$ cat src/rtl/control_de_modo_multi_pkg.sv
// Shared scancodes, state encoding and decode helpers for the keyboard edit-mode controller.
package control_pkg;

  localparam logic [7:0] KEY_HOME  = 8'h6C;
  localparam logic [7:0] KEY_UP    = 8'h75;
  localparam logic [7:0] KEY_PGUP  = 8'h7D;
  localparam logic [7:0] KEY_DOWN  = 8'h72;
  localparam logic [7:0] KEY_LEFT  = 8'h6B;
  localparam logic [7:0] KEY_RIGHT = 8'h74;
  localparam logic [7:0] KEY_ENTER = 8'h5A;
  localparam logic [7:0] KEY_ESC   = 8'h76;
  localparam logic [7:0] PS2_BRK   = 8'hF0;
  localparam logic [7:0] PS2_EXT   = 8'hE0;

  localparam int TMO_W = 24;

  typedef enum logic [1:0] {
    ST_IDLE     = 2'd0,
    ST_EDIT     = 2'd1,
    ST_BRK_IDLE = 2'd2,
    ST_BRK_EDIT = 2'd3
  } state_e;

  function automatic logic is_entry_key(input logic [7:0] code);
    return (code == KEY_HOME) || (code == KEY_UP) || (code == KEY_PGUP);
  endfunction

endpackage

$ cat src/rtl/control_de_modo_multi_timeout_cnt.sv
// Inactivity counter: counts while enabled, pulses expire on the cycle it sits at TERM-1.
module timeout_cnt #(
  parameter int           W    = 24,
  parameter logic [W-1:0] TERM = W'(16)
) (
  input  logic clk,
  input  logic rst_n,
  input  logic clr_i,
  input  logic en_i,
  output logic expire_o
);

  logic [W-1:0] cnt_q, cnt_d;
  logic         at_term;

  // A terminal count of zero disables expiry entirely.
  assign at_term  = (TERM != '0) && (cnt_q == TERM - W'(1));
  assign expire_o = en_i && !clr_i && at_term;

  // NOTE: cnt_d gets a default first so no path through this block can infer a latch.
  always_comb begin
    cnt_d = cnt_q;
    if (clr_i) begin
      cnt_d = '0;
    end else if (en_i) begin
      cnt_d = at_term ? '0 : cnt_q + W'(1);
    end
  end

  always_ff @(posedge clk or negedge rst_n) begin
    if (!rst_n) begin
      cnt_q <= '0;
    end else begin
      cnt_q <= cnt_d;
    end
  end

endmodule

$ cat src/rtl/control_de_modo_multi.sv
// Keyboard edit-mode controller: decodes PS/2 scancodes into field select and inc/dec/commit pulses.
module control_de_modo_multi
  import control_pkg::*;
#(
  parameter int          N_CAMPOS    = 3,
  parameter int          CW          = 2,
  parameter logic [23:0] TIMEOUT_CYC = 24'd10_000_000,
  parameter logic [7:0]  FIN_CODE    = 8'd1
) (
  input  logic          clk,
  input  logic          reset_n,
  input  logic [7:0]    Tecla,
  input  logic          got_data,
  input  logic [7:0]    reset_escritura,
  output logic          Senal,
  output logic [CW-1:0] campo,
  output logic          inc,
  output logic          dec,
  output logic          commit,
  output logic          timeout
);

  localparam logic [CW-1:0] CAMPO_MAX = CW'(N_CAMPOS - 1);

  state_e        state_q;
  logic          senal_q;
  logic [CW-1:0] campo_q;
  logic          inc_q, dec_q, commit_q, timeout_q;

  logic fin_hit, in_edit, tmo_clr, tmo_en, tmo_expire;

  assign fin_hit = (reset_escritura == FIN_CODE);
  assign in_edit = (state_q == ST_EDIT) || (state_q == ST_BRK_EDIT);

  // Break prefix and the byte it swallows leave the inactivity count untouched.
  assign tmo_en  = in_edit && !got_data;
  assign tmo_clr = !in_edit || fin_hit ||
                   ((state_q == ST_EDIT) && got_data && (Tecla != PS2_BRK));

  timeout_cnt #(
    .W    (TMO_W),
    .TERM (TIMEOUT_CYC)
  ) u_timeout_cnt (
    .clk      (clk),
    .rst_n    (reset_n),
    .clr_i    (tmo_clr),
    .en_i     (tmo_en),
    .expire_o (tmo_expire)
  );

  // NOTE: sequential state uses non-blocking assignments so every register samples pre-edge values.
  always_ff @(posedge clk or negedge reset_n) begin
    if (!reset_n) begin
      state_q   <= ST_IDLE;
      senal_q   <= 1'b0;
      campo_q   <= '0;
      inc_q     <= 1'b0;
      dec_q     <= 1'b0;
      commit_q  <= 1'b0;
      timeout_q <= 1'b0;
    end else begin
      inc_q     <= 1'b0;
      dec_q     <= 1'b0;
      commit_q  <= 1'b0;
      timeout_q <= 1'b0;
      if (fin_hit) begin
        state_q <= ST_IDLE;
        senal_q <= 1'b0;
      end else begin
        unique case (state_q)
          ST_IDLE: begin
            if (got_data) begin
              if (Tecla == PS2_BRK) begin
                state_q <= ST_BRK_IDLE;
              end else if (is_entry_key(Tecla)) begin
                state_q <= ST_EDIT;
                senal_q <= 1'b1;
                campo_q <= '0;
              end
            end
          end
          ST_BRK_IDLE: begin
            if (got_data) state_q <= ST_IDLE;
          end
          ST_EDIT: begin
            if (got_data) begin
              case (Tecla)
                PS2_BRK:   state_q <= ST_BRK_EDIT;
                KEY_LEFT:  campo_q <= (campo_q == '0) ? CAMPO_MAX : campo_q - CW'(1);
                KEY_RIGHT: campo_q <= (campo_q == CAMPO_MAX) ? '0 : campo_q + CW'(1);
                KEY_UP:    inc_q    <= 1'b1;
                KEY_DOWN:  dec_q    <= 1'b1;
                KEY_ENTER: commit_q <= 1'b1;
                KEY_ESC: begin
                  state_q <= ST_IDLE;
                  senal_q <= 1'b0;
                end
                default: ;
              endcase
            end else if (tmo_expire) begin
              state_q   <= ST_IDLE;
              senal_q   <= 1'b0;
              timeout_q <= 1'b1;
            end
          end
          ST_BRK_EDIT: begin
            if (got_data) begin
              state_q <= ST_EDIT;
            end else if (tmo_expire) begin
              state_q   <= ST_IDLE;
              senal_q   <= 1'b0;
              timeout_q <= 1'b1;
            end
          end
          default: state_q <= ST_IDLE;
        endcase
      end
    end
  end

  assign Senal   = senal_q;
  assign campo   = campo_q;
  assign inc     = inc_q;
  assign dec     = dec_q;
  assign commit  = commit_q;
  assign timeout = timeout_q;

endmodule

$ cat config.mk
export PLATFORM = sky130hd
export DESIGN_NAME = control_de_modo_multi
export DESIGN_NICKNAME = d
export VERILOG_FILES = /design/src/rtl/control_de_modo_multi_pkg.sv /design/src/rtl/control_de_modo_multi_timeout_cnt.sv /design/src/rtl/control_de_modo_multi.sv
export SDC_FILE = /design/constraint.sdc
export NUM_CORES = 1
export LEC_CHECK = 0
export BUFFER_PORTS_ARGS = -buffer_cell sky130_fd_sc_hd__buf_4
export CORE_MARGIN = 1.5
export CORE_UTILIZATION = 53
export CTS_CLUSTER_SIZE = 20
export DETAILED_ROUTE_END_ITERATION = 8
export PLACE_DENSITY = 0.74
export SKIP_CTS_REPAIR_TIMING = 1
export SLEW_MARGIN = 20
export SYNTH_ARGS = -nofsm -noshare
export SYNTH_HDL_FRONTEND = slang
export SYNTH_SLANG_ARGS = --single-unit
$ cat constraint.sdc
create_clock -name clk -period 1.94 [get_ports clk]
set_input_delay 0.388 -clock clk [delete_from_list [all_inputs] [get_ports clk]]
set_output_delay 0.388 -clock clk [all_outputs]
set_load 0.05 [all_outputs]
Word-level counts from Yosys, hierarchy flattened
Index checks and enable logic that the tools add are counted.
W data, S select, Z words.

word-level totals
  logic and storage cells = 109
  output and inout port bits = 7
  bits in registers = 33
  input bits = 19

operators by class
  bitwise operators = 1
  equality and inequality tests = 29
  reductions and logical operators = 22
  mux-type cells = 46
  add/subtract/negate cells = 3

operator list
  cell                     number
  $mux W24                 3
  $eq A8 B7 Y1 const B     8
  $mux W2                  14
  $add A24 B1 Y24 const B  1
  $eq A24 B24 Y1 const B   1
  $mux W1                  24
  $ne A3 B3 Y1 const B     5
  $pmux W2 S2              3
  $eq A8 B1 Y1 const B     1
  $eq A8 B8 Y1 const B     1
  $ne A2 B2 Y1 const B     4
  $ne A8 B8 Y1 const B     1
  $pmux W2 S4              1
  $reduce_and A7 Y1        1
  $eq A2 B2 Y1 const B     3
  $reduce_and A6 Y1        1
  $logic_and A1 B1 Y1      5
  $logic_or A1 B1 Y1       5
  $ne A5 B3 Y1 const B     1
  $logic_not A2 Y1         2
  $ne A4 B3 Y1 const B     1
  $ne A4 B4 Y1 const B     1
  $reduce_and A4 Y1        1
  $reduce_bool A2 Y1       2
  other kinds (9)          11

Logic depth before layout (Yosys ltp)
Gate-level depths: netlist of run 1.

  word-level depth = 12
  depth in mapped cells = 10
  gate-level depth less buffers = 7

By module
A second synthesis of run 1 with hierarchy kept.

unflattened totals
  cell total of the unflattened synthesis = 256
  area, all modules = 2,284.7 µm²

modules (own cells, without submodules)
  module                 instances  cells each  seq. area each (µm²)  area an instance (µm²)
  timeout_cnt            1          160         600.6                 1,422.6
  control_de_modo_multi  1          96          225.2                 862.1

Worst setup path before layout of run 1
Ideal clock, no wire load.

  path type = reg-to-reg
  start = reg state_q[1]
  end = reg u_timeout_cnt.cnt_q[19]
  required time = 1,861 ps
  setup time = 79 ps
  stages on the path, launching flop included = 11
  buffers on the path = 3
  arrival time = 1,933 ps
  period minus slack after synthesis = 2,012 ps
  path slack = -72 ps
  cell sequence = dfrtp_1 inv_1 ha_1 buf_2 nor2_1 a211o_1 a21oi_2 buf_4 buf_2 nand4_1 mux2i_1

between the ends
  word-level cells in the longest chain between the ends = 6
  elaborated cells on any way between the ends = 11
  those cells by class = 2 x eq/ne; 1 x mux; 8 x reduce/logical

RTL lines
  element                                                line                                                      RTL
  start, declared                                        control_de_modo_multi.sv:25                               state_e state_q;
  start signal, assigned                                 control_de_modo_multi.sv:54                               state_q <= ST_IDLE;
  start signal, assigned                                 control_de_modo_multi.sv:67                               state_q <= ST_IDLE;
  start signal, assigned                                 control_de_modo_multi.sv:74                               state_q <= ST_BRK_IDLE;
  $eq A2 B1 Y1 / $eq A2 B2 Y1 (equally long branches)    control_de_modo_multi.sv:33, control_de_modo_multi.sv:38
  $logic_or A1 B1 Y1                                     control_de_modo_multi.sv:33                               assign in_edit = (state_q == ST_EDIT) || (state_q == ST_BRK_EDIT);
  $logic_not A1 Y1                                       control_de_modo_multi.sv:37                               assign tmo_clr = !in_edit || fin_hit ||
  $logic_or A1 B1 Y1 (2 in a row)                        control_de_modo_multi.sv:37
  $mux W24 / $reduce_bool A2 Y1 (equally long branches)  n/a
  end signal, assigned                                   control_de_modo_multi_timeout_cnt.sv:34                   cnt_q <= cnt_d;
  end, declared                                          control_de_modo_multi_timeout_cnt.sv:13                   logic [W-1:0] cnt_q, cnt_d;

Parallel ways exist; a longest one is shown, timed or not.
A chain may end at the register's enable or synchronous reset.

Worst setup path after layout of run 1
  start = reg u_timeout_cnt.cnt_q[13]
  end = reg u_timeout_cnt.cnt_q[10]

between the ends
  word-level cells in the longest chain between the ends = 4

RTL lines
  element         line                                     RTL
  $eq A24 B24 Y1  control_de_modo_multi_timeout_cnt.sv:17  assign at_term = (TERM != '0) && (cnt_q == TERM - W'(1));
  $mux W24        control_de_modo_multi_timeout_cnt.sv:26  cnt_d = at_term ? '0 : cnt_q + W'(1);
  $mux W24        control_de_modo_multi_timeout_cnt.sv:25  end else if (en_i) begin
  $mux W24        control_de_modo_multi_timeout_cnt.sv:23  if (clr_i) begin

No other way between the ends. The select of a mux whose other input is x is not followed.

==> results by group, run 1 <==
Run status
  – Status: complete, no violations

Routing
  – Detail Route Antenna Nets: 0
  – Post-DR wirelength/cell: between 15 and 20 um
  – Routed wire length: about 5.6 mm
  – Vias after detailed routing: 2183
  – 1st-iter DRT viols: 153
  – TritonRoute pass-1 iters: 5
  – Vias per cell: 6.03
  – DRC: 0

Timing
  – Final Hold Vio Count: 0
  – Worst-Margin Slew: 0.436 ns
  – Fmax: between 500 and 600 MHz
  – Worst Skew: 0.00372 ns
  – Final critical-path share of the clock period: 97.1%
  – Final Max Slew Viols: 0
  – Tmin final: 1.88 ns
  – Final setup viols: 0
  – Rel. slew slack: a little under three quarters
  – Fin Setup TNS: 0 ns
  – RSZ-0062 raised after global routing: yes

Clock network
  – TritonCTS clock tree: yes
  – CTS root buf: clkbuf_8
  – Clock transition at path regs: 0.07 ns
  – Sink Count: 33
  – Num CTS Buffers: 5
  – CTS H-tree lvls: 2
  – Worst-Skew Late Latency: 0.29 ns
  – CTS Buffer Depth: 2

Synthesis
  – Syn_area_per_cell: 9.22 um^2
  – Top cell type's share of synthesized area: 35.5%
  – Syn Nets: 280
  – Gate Count Post-Synth: 252
  – Synth warn: 0
  – Main flop type after synthesis: dfrtp_1
  – Sequential element share of the synthesized area: 35.5%
  – Synth cell types: 59
  – Ranking of synthesized cells by area: dfrtp_1 (36%), mux2i_1 (5.2%), ha_1 (4.8%), a21oi_1 (4.5%), nand3_1 (4.3%)
  – Post-synth EDFFs: 0
  – Largest area contributor in the netlist: dfrtp_1
  – Post-synthesis cell area: 0.00232 mm^2
  – Seq cells post-synth: 33
  – Ys async rst share: 100%

Worst hold path
  – Hold Path Class: in -> async

Placed design
  – Hpwl dp: about 4.0 mm
  – Port Buffers: 25
  – RePlAce Congestion: between 0.8 and 0.9

Critical path
  – Setup CP Type: reg -> reg
  – Worst Setup Start Kind: flop
  – Critical Path RT: between 2 and 2.5 ns
  – Setup crit end kind: flop
  – Reg2reg setup slack: 0.06 ns
  – Critical Path AT: 2.07 ns
  – Worst-path maximum fanout: 4

Cells and area
  – Synth-to-layout area growth: 26.6%
  – Antenna Diode Count: 0
  – Final core utilization: 71.5%
  – Layout cells sized above 1: 31.7%
  – Layout Nets: roughly 340

Global route
  – Maximum number of pins on one net before global-route repair: 34
  – Global-route wire length before repair: around 9.6 mm
  – Overall Global Routing Usage: between 20% and 30%
  – Initial antenna violation count: 0
  – GRT overflow: 0
  – Vias in the first global route: 2079

Floorplanning
  – # IOs: 26
  – Row count: 23
  – Core ar.: 0.00412 mm^2
  – Chip width: 69.2 um
  – Effective utilization at floorplan: 56.5%
  – Full die area: 0.00479 mm^2
  – Die height: 69.2 um

Flow run
  – Max-capacitance violation count: 0

Pwr
  – Leak: roughly 0.0013 uW
  – Worst vdd ir: a little under 0.0008 V
  – Power Density: 960 mW/mm^2
==> power breakdown <==
part / leakage, uW / switching [uW] / internal [uW]
clock: 0.0000439 / 277 / 248
sequential: 0.000452 / 59.1 / 757
combinational: 0.000834 / 795 / 690
total: 0.00133 / 1130 / 1690
==> per-layer routing <==
| layer | vias up | part of all wire, % | GRT usage [%] |
|---|---|---|---|
| li1 | 1070 | - | - |
| met1 | 1033 | 49 | 35.8 |
| met2 | 76 | 44 | 36.6 |
| met3 | 4 | 5.9 | 5.52 |
| met4 | 0 | 0.75 | 7.19 |
| met5 | - | 0 | 0 |
==> critical path: stages (launching register included) <==
cell	delay (ns)
dfrtp_1	0.41
nor4bb_2	0.39
and4_2	0.33
a21oi_2	0.08
buf_4	0.14
a21o_2	0.18
a22o_2	0.25
==> registers in the layout, summed over array words and instances (netlist names) <==
name	count
dec	1
timeout	1
u_timeout_cnt.cnt_q	24
inc	1
campo	2
state_q	2
Senal	1
commit	1
==> layout by cell type (no fill, tap or decap), types with 3 or more instances in the layout <==
cell	Yosys	routed
and3b_1	4	4
and4_1	5	3
clkbuf_8	0	5
mux2i_1	12	12
a22o_1	3	3
inv_1	15	14
nor2_1	10	9
nand3_1	20	20
buf_4	1	61
and2_1	5	5
and3_1	3	3
dfrtp_1	33	32
a31oi_1	6	6
a21oi_1	21	21
ha_1	9	8
nand2_1	16	16
o21ai_0	11	10
nor4_1	4	4
nand4_1	13	13
==> path summary, 6_finish.rpt <==
kind / start / end / cells after the start
max in group asynchronous: reset_n / state_q[0]$_DFFE_PN0P_ / 1
min in group clk: Tecla[5] / dec$_DFF_PN0_ / 2
worst max-delay path: u_timeout_cnt.cnt_q[13]$_DFFE_PN0P_ / u_timeout_cnt.cnt_q[10]$_DFFE_PN0P_ / 6
worst max register to register: u_timeout_cnt.cnt_q[13]$_DFFE_PN0P_ / u_timeout_cnt.cnt_q[10]$_DFFE_PN0P_ / 6
worst min-delay path: reset_n / inc$_DFF_PN0_ / 1
worst min register to register: u_timeout_cnt.cnt_q[18]$_DFFE_PN0P_ / u_timeout_cnt.cnt_q[18]$_DFFE_PN0P_ / 1
==> synthesized netlist by cell type (2+ instances only) <==
cell type	instances
buf_6	2
nor3_1	2
a22o_1	3
o211ai_1	2
buf_2	3
nor4_1	4
nand4_1	13
a211oi_1	2
a22oi_1	2
a21oi_1	21
inv_1	15
and3_1	3
o21ai_0	11
and2_1	5
dfrtp_1	33
clkbuf_1	6
or3_1	2
nand3_1	20
nand2_1	16
nor3b_1	2
a21o_2	2
nand3b_1	2
xnor2_1	2
and3b_1	4
and4_1	5
mux2i_1	12
o2111ai_1	2
mux2_2	2
a31oi_1	6
nor4bb_1	2
nor2_1	10
ha_1	9
==> per-stage QoR <==
stage / setup WS [ns] / cell area, um^2 / total power (uW) / instances / hold slack [ns]
floorplan: -0.0103 / 2330 / 1780 / 252 / 0.0924
finish: 0.0557 / 2940 / 2830 / 362 / 0.0348
global route: -0.0283 / 2940 / 3020 / 362 / 0.0667
CTS: -0.0483 / 2900 / 2760 / 360 / 0.0446
global placement: -0.0252 / 2810 / 2210 / 352 / 0.361
detailed placement: -0.0190 / 2810 / 2230 / 352 / 0.362
==> cells by family after synthesis <==
| kind of cell | after synthesis | share of synthesized area [%] |
|---|---|---|
| muxes | 14 | 6.14 |
| AOI/OAI and AO/OA | 64 | 19.0 |
| buffers and inverters | 28 | 5.49 |
| and+or+nand+nor | 102 | 28.2 |
| adders and majority gates | 9 | 4.85 |
| DFF | 33 | 35.5 |
| xor gates and xnor gates | 2 | 0.754 |
==> cell type report <==
type	count	area, um^2
Clock buffer	5	68.8
Clock inverter	3	17.5
Fill cell	321	1170
Inverter	16	60.1
Multi-Input combinational cell	191	1400
Sequential cell	33	827
Tap cell	50	62.6
Timing Repair Buffer	64	509
No activity file was read; power rests on OpenSTA's default activity.
==> inputs of run 2 (changes only) <==
- CORE_UTILIZATION: 53 -> 59
- CTS_CLUSTER_DIAMETER: default -> 60
- PLACE_DENSITY: 0.74 -> 0.78
- clock period: 1.94 -> 1.8 ns (I/O delays scaled with it)
==> run 2 against run 1 <==
The run now ends with negative setup slack left. First-iteration DRC count rose to 4.0 times the previous value. Die area down 9.7%. Power up 37%. Largest cell class unchanged. Largest power group unchanged.
==> results by group, run 2 (same netlist as run 1, synthesis figures left out) <==
Routing
  – Post-DR wirelength/cell: 22.5 um (was 15.4 um)
  – DRC: 0 (unchanged)
  – Vias after detailed routing: 2738 (was 2183)
  – Met3 routed WL: 1.14 mm (was 328 um)
  – Detail Route Antenna Nets: 0 (unchanged)
  – 1st-iter DRT viols: 613 (was 153)
  – TritonRoute pass-1 iters: 6 (was 5)
  – Highest metal used: met4 (unchanged)
  – Met2 wire length: 3.95 mm (was 2.48 mm)
  – Vias per cell: 7.15 (was 6.03)
  – Met1 WL: 3.16 mm (was 2.73 mm)
  – Routed wire length: 8.63 mm (was 5.58 mm)

Clock network
  – Worst-Skew Late Latency: 0.30 ns (was 0.29 ns)
  – CTS Buffer Depth: 2 (unchanged)
  – Num CTS Buffers: 5 (unchanged)
  – CTS root buf: clkbuf_8 (unchanged)
  – Sink Count: 33 (unchanged)
  – Clock transition at path regs: 0.08 ns (was 0.07 ns)
  – CTS H-tree lvls: 2 (unchanged)
  – TritonCTS clock tree: yes (unchanged)

Timing
  – Final Hold Vio Count: 0 (unchanged)
  – Final Max Slew Viols: 0 (unchanged)
  – Worst-Margin Slew: 0.493 ns (was 0.436 ns)
  – Setup ws final: -0.130 ns (was 0.0557 ns)
  – Final critical-path share of the clock period: 107% (was 97.1%)
  – WHS: 0.00412 ns (was 0.0348 ns)
  – Tmin final: 1.93 ns (was 1.88 ns)
  – Rel. slew slack: 66.9% (was 71.0%)
  – Final setup viols: 21 (was 0)
  – Fmax: 518 MHz (was 531 MHz)
  – RSZ-0062 raised after global routing: yes (unchanged)
  – Worst Skew: 0.00571 ns (was 0.00372 ns)

Pwr
  – P_sw: 1620 uW (was 1130 uW)
  – Leak: 0.00148 uW (was 0.00133 uW)
  – Power Density: 1160 mW/mm^2 (was 960 mW/mm^2)
  – Design Power: 3870 uW (was 2830 uW)
  – Comb pwr share: 62.0% (was 52.6%)
  – Worst vdd ir: 0.00118 V (was 0.000785 V)
  – Clock share of power: 15.2% (was 18.6%)
  – Internal power: 2260 uW (was 1690 uW)
  – Sequential share of power: 22.9% (was 28.9%)
  – Sw frac: 41.8% (was 40.0%)

Run status
  – Violated checks: negative setup slack
  – Status: finished, violations left (was complete, no violations)

Critical path
  – Setup CP Type: reg -> reg (unchanged)
  – Worst-path maximum fanout: 8 (was 4)
  – Critical Path AT: 2.15 ns (was 2.07 ns)
  – Worst Setup Start Kind: flop (unchanged)
  – R2R Path Start: state_q[1]$_DFFE_PN0P_ (was u_timeout_cnt.cnt_q[13]$_DFFE_PN0P_)
  – CP max stage cell: dfrtp_1 (unchanged)
  – Path depth of the worst reg2reg path: 8 (was 6)
  – Reg2reg setup slack: -0.13 ns (was 0.06 ns)
  – Largest delay share family, worst path: compound AO/OA/AOI/OAI gates (was simple AND/OR/NAND/NOR gates)
  – RR Endpoint: u_timeout_cnt.cnt_q[20]$_DFFE_PN0P_ (was u_timeout_cnt.cnt_q[10]$_DFFE_PN0P_)
  – Critical Path RT: 2.02 ns (was 2.12 ns)
  – Setup crit end kind: flop (unchanged)
  – Buf/Inv on CP: 2 (was 1)
  – CP max stage delay: 0.41 ns (about the same)
  – CP Depth: 8 (was 6)
  – Crit-path cells: inv_2, ha_4, nor2_4, a211o_1, a21oi_4, buf_4, nand4_1, mux2i_1 (was nor4bb_2, and4_2, a21oi_2, buf_4, a21o_2, a22o_2)

Cells and area
  – Most frequent cells in the layout: buf_4 (73), dfrtp_1 (32), nand3_1 (19) (was buf_4 (61), dfrtp_1 (32), a21oi_1 (21))
  – Largest Register: u_timeout_cnt.cnt_q (unchanged)
  – Antenna Diode Count: 0 (unchanged)
  – Synth-to-layout area growth: 44.2% (was 26.6%)
  – Layout Nets: 362 (was 339)
  – Largest register FFs: 24 (unchanged)
  – Most common cell after layout, fill and taps aside: buf_4 (unchanged)
  – Footprint of the multi-input gates: 0.00158 mm^2 (was 0.00140 mm^2)
  – Sequential cell area: 827 um^2 (unchanged)
  – Fill cell count: 147 (was 321)
  – Layout cells sized above 1: 43.3% (was 31.7%)

Global route
  – Maximum number of pins on one net before global-route repair: 34 (unchanged)
  – GRT overflow: 0 (unchanged)
  – Overall Global Routing Usage: 30.5% (was 24.6%)
  – Global-route wire length before repair: 10.1 mm (was 9.61 mm)
  – Vias in the first global route: 2246 (was 2079)
  – Initial antenna violation count: 0 (unchanged)

Floorplanning
  – Chip width: 65.8 um (was 69.2 um)
  – Full die area: 0.00432 mm^2 (was 0.00479 mm^2)
  – Row count: 22 (was 23)
  – Die height: 65.8 um (was 69.2 um)
  – Effective utilization at floorplan: 62.5% (was 56.5%)
  – Core ar.: 0.00372 mm^2 (was 0.00412 mm^2)
  – # IOs: 26 (unchanged)

Placed design
  – Port Buffers: 25 (unchanged)
  – RePlAce Congestion: 0.857 (was 0.861)
  – Hpwl dp: 4.27 mm (was 4.02 mm)

Flow run
  – Max-capacitance violation count: 0 (unchanged)

Worst hold path
  – Hold Path Class: in -> async (unchanged)
## run 2: cell types whose count changed in the layout (fill, tap and decap cells not counted), sizes merged
cell	delta
clkbuf	+2
a21oi	+1
buf	+20
## run 2: final cells by class
type / count / area share [%]
multi-input cells: 192 / 47.3
well taps: 48 / 1.79
repair buffers: 86 / 21.8
inverters: 16 / 1.87
flip-flops and latches: 33 / 24.7
clock inverters: 3 / 0.523
clock buffers: 5 / 2.05
## run 2: stage by stage
| step | instances | cell area [um^2] | utilization [%] | TNS [ns] | worst slack (ns) |
|---|---|---|---|---|---|
| 6_report | 383 | 3350 | 90.2 | -1.55 | -0.130 |
| 5_1_grt | 383 | 3350 | 90.2 | -2.87 | -0.213 |
| 4_1_cts | 372 | 3000 | 80.8 | -1.30 | -0.144 |
| 3_5_place_dp | 364 | 2920 | 78.5 | -1.23 | -0.125 |
| 3_3_place_gp | 364 | 2920 | 78.5 | -0.512 | -0.119 |
| 2_1_floorplan | 252 | 2350 | - | -0.00919 | -0.00919 |
## run 2: how the worst max path moves through the flow
stage	start	end	slack, ns
floorplan	state_q[1]$_DFFE_PN0P_	u_timeout_cnt.cnt_q[19]$_DFFE_PN0P_	-0.009
global placement	state_q[0]$_DFFE_PN0P_	Senal$_DFFE_PN0P_	-0.12
detailed placement	reset_escritura[5]	u_timeout_cnt.cnt_q[10]$_DFFE_PN0P_	-0.12
CTS	state_q[0]$_DFFE_PN0P_	Senal$_DFFE_PN0P_	-0.14
global route	u_timeout_cnt.cnt_q[3]$_DFFE_PN0P_	u_timeout_cnt.cnt_q[15]$_DFFE_PN0P_	-0.21
finish	state_q[1]$_DFFE_PN0P_	u_timeout_cnt.cnt_q[20]$_DFFE_PN0P_	-0.13
## run 2: power by group through the flow
stage                     Sequential (uW)  Combinational, uW  Clock, uW
after floorplan                       986                972          0
after global placement                878               1610          0
after detailed placement              881               1660          0
after CTS                             868               1670        569
after global routing                  897               2510        608
final                                 887               2400        587
## run 2: layer usage
layer | up-vias | track usage, %
met5 | - | 0
met4 | 0 | 8.59
met3 | 61 | 8.22
met2 | 275 | 46.5
met1 | 1280 | 42.6
li1 | 1122 | -
